===== src/rtl/ext_bus_bridge_pkg.sv =====
// Shared definitions for the external bus bridge and its address decoder.
// Holds the FSM state encoding, address-window defaults and the timeout fill value.
package ext_bus_bridge_pkg;

    typedef enum logic [1:0] {
        ST_IDLE = 2'd0,
        ST_REQ  = 2'd1,
        ST_DONE = 2'd2,
        ST_ERR  = 2'd3
    } state_t;

    localparam logic [31:0] EXT_BASE_DEFAULT = 32'hFFFF0000;
    localparam logic [31:0] EXT_MASK_DEFAULT = 32'hFFFF0000;
    localparam logic [31:0] ERR_DATA_DEFAULT = 32'hDEADBEEF;
    localparam int          CNT_W            = 8;

endpackage


===== src/rtl/ext_bus_bridge_decode.sv =====
// Combinational external-window compare; also intended for the instruction-fetch path.
module ext_addr_decode
    import ext_bus_bridge_pkg::*;
#(
    parameter logic [31:0] BASE = EXT_BASE_DEFAULT,
    parameter logic [31:0] MASK = EXT_MASK_DEFAULT
) (
    input  logic        mem_read,
    input  logic        mem_write,
    input  logic [31:0] addr,
    output logic        hit
);

    assign hit = (mem_read | mem_write) && ((addr & MASK) == BASE);

endmodule


===== src/rtl/ext_bus_bridge.sv =====
// CPU data-side bridge to the off-chip req/ack memory bus, with pipeline stall and timeout.
// state | meaning
// IDLE  | decode CPU access; internal accesses pass with no added latency
// REQ   | ext_req held, waiting for ext_ack or the timeout terminal count
// DONE  | transfer complete, CPU consumes data this cycle
// ERR   | timeout, ERR_DATA presented and bus_error pulsed
module ext_bus_bridge
    import ext_bus_bridge_pkg::*;
#(
    parameter logic [31:0] EXT_BASE = EXT_BASE_DEFAULT,
    parameter logic [31:0] EXT_MASK = EXT_MASK_DEFAULT,
    parameter int          TIMEOUT  = 16,
    parameter logic [31:0] ERR_DATA = ERR_DATA_DEFAULT
) (
    input  logic        clk,
    input  logic        reset,
    input  logic        cpu_mem_read,
    input  logic        cpu_mem_write,
    input  logic [31:0] cpu_addr,
    input  logic [31:0] cpu_wdata,
    output logic        stall,
    output logic        chipSelect,
    output logic [31:0] external_memory,
    output logic        bus_error,
    output logic        ext_req,
    output logic        ext_we,
    output logic [31:0] ext_addr,
    output logic [31:0] ext_wdata,
    input  logic [31:0] ext_rdata,
    input  logic        ext_ack
);

    localparam logic [CNT_W-1:0] TC = CNT_W'(TIMEOUT - 1);

    state_t           state;
    logic [CNT_W-1:0] count;
    logic             hit;

    ext_addr_decode #(
        .BASE (EXT_BASE),
        .MASK (EXT_MASK)
    ) u_decode (
        .mem_read  (cpu_mem_read),
        .mem_write (cpu_mem_write),
        .addr      (cpu_addr),
        .hit       (hit)
    );

    // Stall must rise in the request cycle itself so the CPU holds the access.
    assign stall = !reset && (((state == ST_IDLE) && hit) || (state == ST_REQ));

    always_ff @(posedge clk) begin
        if (reset) begin
            state           <= ST_IDLE;
            chipSelect      <= 1'b1;
            external_memory <= '0;
            bus_error       <= 1'b0;
            ext_req         <= 1'b0;
            ext_we          <= 1'b0;
            ext_addr        <= '0;
            ext_wdata       <= '0;
            count           <= '0;
        end else begin
            bus_error <= 1'b0;
            unique case (state)
                ST_IDLE: begin
                    if (hit) begin
                        ext_addr  <= cpu_addr;
                        ext_wdata <= cpu_wdata;
                        ext_we    <= cpu_mem_write;
                        ext_req   <= 1'b1;
                        count     <= '0;
                        state     <= ST_REQ;
                    end
                end
                ST_REQ: begin
                    if (count != '1) count <= count + 1'b1;
                    // A late ack on the terminal-count cycle still completes the transfer.
                    if (ext_ack) begin
                        ext_req    <= 1'b0;
                        chipSelect <= ext_we;
                        if (!ext_we) external_memory <= ext_rdata;
                        state      <= ST_DONE;
                    end else if (count == TC) begin
                        ext_req         <= 1'b0;
                        chipSelect      <= 1'b0;
                        external_memory <= ERR_DATA;
                        bus_error       <= 1'b1;
                        state           <= ST_ERR;
                    end
                end
                ST_DONE, ST_ERR: begin
                    chipSelect <= 1'b1;
                    state      <= ST_IDLE;
                end
                default: state <= ST_IDLE;
            endcase
        end
    end

endmodule

===== config.mk =====
export PLATFORM = sky130hd
export DESIGN_NAME = ext_bus_bridge
export DESIGN_NICKNAME = d
export VERILOG_FILES = /design/src/rtl/ext_bus_bridge_pkg.sv /design/src/rtl/ext_bus_bridge_decode.sv /design/src/rtl/ext_bus_bridge.sv
export SDC_FILE = /design/constraint.sdc
export NUM_CORES = 1
export LEC_CHECK = 0
export CORE_MARGIN = 5
export CORE_UTILIZATION = 40
export DETAILED_ROUTE_END_ITERATION = 8
export PLACE_DENSITY = 0.8
export SLEW_MARGIN = 20
export SYNTH_ARGS = -nofsm -noshare
export SYNTH_HDL_FRONTEND = slang
export SYNTH_SLANG_ARGS = --single-unit

===== constraint.sdc =====
create_clock -name clk -period 2.24 [get_ports clk]
set_input_delay 0.224 -clock clk [delete_from_list [all_inputs] [get_ports clk]]
set_output_delay 0.224 -clock clk [all_outputs]
set_load 0.01 [all_outputs]

== Word level (Yosys, flattened, before mapping) ==
Cells that the tools add are included.
Operators by class
  mux-type cells: 17
  reductions and logical operators: 17
  equal/unequal tests: 10
  $add $sub $neg: 1
  bitwise logic cells: 2
Operators with widths (number)
  2-to-1 mux 32 bit: 3
  equality test 16 bit (second input constant): 1
  2-to-1 mux 8 bit: 2
  case mux 8 bit (2 select lines): 1
  AND reduction 3 bit: 3
  adder 8 x 1 -> 8 bit (second input constant): 1
  equality test 8 x 4 -> 1 bit (second input constant): 1
  != test 8 bit (second input constant): 1
  2-to-1 mux 2 bit: 3
  case mux 2 bit (3 select lines): 1
  AND reduction 2 bit: 3
  nonzero test 2 bit: 3
  2-to-1 mux 1 bit: 5
  equality test 2 bit (second input constant): 2
  != test 2 bit (second input constant): 2
  case mux 1 bit (2 select lines): 2
  logical AND 1 bit: 3
  != test 3 x 2 -> 1 bit (second input constant): 1
  OR reduction 3 bit: 1
  equality test 2 x 1 -> 1 bit (second input constant): 1
  zero test 2 bit: 1
  != test 2 x 1 -> 1 bit (second input constant): 1
  OR reduction 2 bit: 1
  zero test 1 bit: 1
  other kinds (3): 3
Word-level totals
  bits in registers: 110
  word-level logic and storage cells: 56
  input bits: 101
  output and inout port bits: 101

== Longest topological paths before layout ==
  word-level depth: 5
  gate-level depth with buffers: 7
  mapped depth without buffers: 5

== Hierarchy ==
A second synthesis with hierarchy kept.
Second synthesis, totals
  cells, all modules: 498
  area total of the unflattened synthesis: 4190.3 µm²
By module, submodules not included
  ext_bus_bridge: area an instance 4145.2 µm², instances 1, seq. area each 2202.1 µm², cells each 492
  ext_addr_decode: area an instance 45.0 µm², instances 1, seq. area each 0.0 µm², cells each 6

== Worst setup path before layout ==
Ideal clock, no wire load.
  kind: reg-to-reg
  start: register count[7]
  end: register external_memory[14]
  library setup time: 0.117 ns
  required time: 2.123 ns
  buffers on the path: 0
  data arrival time: 1.601 ns
  cell stages (with the launch flop): 5
  clock period less this slack: 1.718 ns
  path slack: 0.522 ns
  cell sequence: dfxtp_1 > or4_4 > o31ai_4 > a21oi_2 > a22o_1
On the way
  word-level cells in the longest chain between the ends: 3
Ends and longest elaborated chain
  start: declaration: line ext_bus_bridge.sv:36  | logic [CNT_W-1:0] count;
  start signal: assignment: line ext_bus_bridge.sv:77  | if (count != '1) count <= count + 1'b1;
  equality test 8 x 4 -> 1 bit: line ext_bus_bridge.sv:84  | end else if (count == TC) begin
  nonzero test 2 bit (no source line)
  AND reduction 3 bit (no source line)
  end signal: assignment: line ext_bus_bridge.sv:82  | if (!ext_we) external_memory <= ext_rdata;
  end: declaration: line ext_bus_bridge.sv:23  | output logic [31:0] external_memory,
No other way between the ends.
A chain may end at the register's enable or synchronous reset.

== Worst setup path in the final report ==
  start: register state[1]
  end: output port stall
On the way
  word-level cells in the longest chain between the ends: 4
  elaborated cells between the ends (all ways): 5
  classes of those cells: eq/ne: 1; reduce/logical: 4
Ends and longest elaborated chain
  start: declaration: line ext_bus_bridge.sv:35  | state_t state;
  start signal: assignment: line ext_bus_bridge.sv:54  | state <= ST_IDLE;
  start signal: assignment: line ext_bus_bridge.sv:73  | state <= ST_REQ;
  start signal: assignment: line ext_bus_bridge.sv:83  | state <= ST_DONE;
  zero test 2 bit: line ext_bus_bridge.sv:50  | assign stall = !reset && (((state == ST_IDLE) && hit) || (state == ST_REQ));
  logical AND 1 bit: line ext_bus_bridge.sv:50
  logical OR 1 bit (*): line ext_bus_bridge.sv:50
  logical AND 1 bit (*): line ext_bus_bridge.sv:50
  end: declaration: line ext_bus_bridge.sv:21  | output logic stall,
Every way passes the cells marked *; elsewhere a longest branch is shown, timed or not.

==> impl_metrics.yaml <==
logic_synthesis:
  yosys.area_share.adder: 0.00295
  syn_area_per_cell_um2: 8.74
  synth_cells: 485
  syn_area_um2: 4240
  synthArstFlopShare: 0
  synth_compound_area_frac: 0.226
  synth_simple_gate_area_share: 0.199
  synth_seq_cells: 110
  synth-xor-area-share: 0.00413
  synth_fp_nets: 587
  ys_types: 42
  synth_ff_type: "dfxtp_1"
  muxShareOfSynthArea: 0.00236
  yosysWarnings: 0
  synth_edf_count: 0
  seq_area_frac_synth: 0.519
  synth_top_family_by_area: "compound AO/OA/AOI/OAI gates"
global_route:
  grt_usage: 0.194
  grt_max_degree: 66
  antenna_found_initial: 0
  grt_pass1_wl_mm: 20.6
  overflow: 0
  grt_pass1_vias: 4215
sta:
  setup_viol: 0
  clock.fmax_mhz: 505
  slew_headroom: 0.566
  report.final.hold_viol_count: 0
  setup_slack_ns: 0.259
  rsz0062_at_grt: "false"
  period_share: 0.884
  post-route-min-period_ns: 1.98
  tightest_slew_ns: 0.651
  finalClockSkew_ns: 0.0150
  worst_hold_slack_ns: 0.155
  maxSlewViolCount: 0
worst_setup_path:
  critical_path_class: "reg2out"
  r2r_cells: 5
  cp_num_buf_inv: 1
  crit_family: "simple AND/OR/NAND/NOR gates"
  max_stage_delay_ns: 0.37
  crit_required_ns: 2.02
  cp.depth: 5
  timing.rr.end: "ext_addr[7]"
  critPathLaunch: "state[1]"
  crit_path_start_kind: "flop"
  reg2reg_from: "state[1]"
  critPathMaxFanout: 4
  endpoint: "stall"
  crit_chain: "nor4bb_2 > and3_2 > nand2_1 > a21oi_1 > clkbuf_2"
  rrSetupSlack_ns: 0.34
  worst_setup_path_end_kind: "output pin"
  cp.arrival_ns: 1.76
  crit_slowest_cell: "dfxtp_1"
floorplanning:
  coreArea_um2: 10300
  floorplan.die_area_um2: 12800
  dieWidth_um: 113
  rows: 37
  die_y_um: 113
  start_util: 0.411
  io_pins: 202
routing:
  firstDrtPassIters: 4
  wl_per_cell_um: 15.9
  vias_per_cell: 5.27
  via_count: 4263
  drtAntennaViolNets: 0
  wirelength_mm: 12.9
  drc: 0
  drt_iter0_drc: 203
cells_and_area:
  stdcell_count: 809
  area_growth_pct: 54.9
  diodes: 0
  drive_above_1_share: 0.0966
  layout.cells.most_common_list: "clkdlybuf4s50_1 (199), dfxtp_1 (110), a21oi_1 (93)"
  layout_commonest_cell: "clkdlybuf4s50_1"
  fin_nets: 770
  nFillCells: 847
power_and_ir_drop:
  power.total_mw: 3.40
  peakVddDrop_mv: 0.405
  power.share.combinational: 0.073
  swShare: 0.222
  p_sw_mw: 0.754
  powerDensity_nw_per_um2: 518
  pwr-share-clk: 0.353
  power_frac_seq: 0.575
  p_leak_nw: 2.17
  intPower_mw: 2.65
cts:
  cts-buffers-inserted: 9
  cts.htree.levels: 3
  clk-insertion-delay-late_ns: 0.36
  clkSinkCount: 110
  clockBufferDepth: 2
  post_cts_buffers: 0
  cts-root-buf: "clkbuf_8"
  path_clk_slew_ns: 0.10
  cts_hold_buffers: 0
  cts_tree: "built"
placed_design:
  dpl_worst_slack_ns: -0.156
  dp.cells: 793
  place_hpwl_mm: 9.11
  gp_congestion: 0.805
  numPortBuffers: 201
min_path:
  hold_class: "in2reg"
  min_path_cells: 2
status:
  status: "completed"
flow_run:
  drv_cap: 0
worst reg2reg max path, stage by stage, from the launching register on:
cell	delay (ns)
dfxtp_1	0.37
nor4bb_2	0.35
and3_2	0.25
buf_4	0.53
nand3_1	0.17
a21oi_1	0.17
cells by family after synthesis:
| family | count (synthesis) |
|---|---|
| AO/OA/AOI/OAI | 171 |
| XOR/XNOR | 2 |
| buffers and inverters | 48 |
| AND/OR/NAND/NOR | 152 |
| flip-flops | 110 |
| adder cells (fa/ha/maj) | 1 |
| multiplexers | 1 |
metal layers:
| metal | share of wire | track usage | vias to the layer above |
|---|---|---|---|
| met5 | 0 | 0 | - |
| met4 | 0.018 | 0.0537 | 0 |
| met3 | 0.081 | 0.0620 | 18 |
| met2 | 0.49 | 0.333 | 162 |
| met1 | 0.41 | 0.233 | 1994 |
| li1 | - | - | 2089 |
worst min path at each step:
stage / endpoint / startpoint / slack, ns
final: count[2] / reset / 0.16
after global routing: count[2] / reset / 0.15
after CTS: count[2] / reset / 0.13
after floorplan: external_memory[14] / ext_rdata[14] / 0.35
after global placement: ext_addr[30] / ext_addr[30] / 0.45
after detailed placement: ext_addr[23] / ext_addr[23] / 0.46
power groups by stage:
stage / sequential, mW / clock, mW / combinational, mW
2_1_floorplan: 2.00 / 0 / 0.0531
3_5_place_dp: 2.00 / 0 / 0.243
5_1_grt: 1.96 / 1.32 / 0.261
4_1_cts: 1.95 / 1.25 / 0.246
3_3_place_gp: 2.00 / 0 / 0.241
6_report: 1.95 / 1.20 / 0.247
through the flow:
| stage | instance area, um^2 | utilization | setup TNS (ns) |
|---|---|---|---|
| after detailed placement | 6370 | 0.617 | -0.156 |
| after floorplan | 4240 | - | 0 |
| after global routing | 6570 | 0.636 | 0 |
| final | 6570 | 0.636 | 0 |
| after CTS | 6570 | 0.636 | 0 |
| after global placement | 6370 | 0.617 | -0.114 |
sequential cells by signal, summed over array words and instances (netlist names):
register         count
ext_addr            32
bus_error            1
state                2
count                8
ext_req              1
chipSelect           1
external_memory     32
ext_we               1
ext_wdata           32
repair_timing:
item,4_1_cts,5_1_grt
setup endpoints to repair,1,1
pin swaps,0,0
resized for setup,2,2
cell usage after synthesis (2+ instances only):
cell      number  area (um^2)
o21ai_0       54          270
dfxtp_1      110         2200
nor2b_1        2         12.5
a21oi_1       93          465
clkbuf_1      37          139
a22o_1         8         70.1
nor3_1         9         45.0
inv_1          2         7.51
nand2b_1       6         37.5
a311oi_1       3         26.3
and3_1         2         12.5
nand2_1        5         18.8
buf_6          2         22.5
nor3_2        20          200
o21ba_2        2         20.0
nor2_1        43          161
and4_1         3         26.3
buf_1          6         22.5
nand3_1       55          275
layout make-up:
| class | count | area (um^2) | share of cell area |
|---|---|---|---|
| Tap cell | 136 | 170 | 0.0259 |
| Timing Repair Buffer | 218 | 2130 | 0.325 |
| Multi-Input combinational cell | 327 | 1860 | 0.283 |
| Clock buffer | 10 | 128 | 0.0194 |
| Clock inverter | 6 | 68.8 | 0.0105 |
| Sequential cell | 110 | 2200 | 0.335 |
| Inverter | 2 | 7.51 | 0.00114 |
No activity file was read; power rests on OpenSTA's default activity.
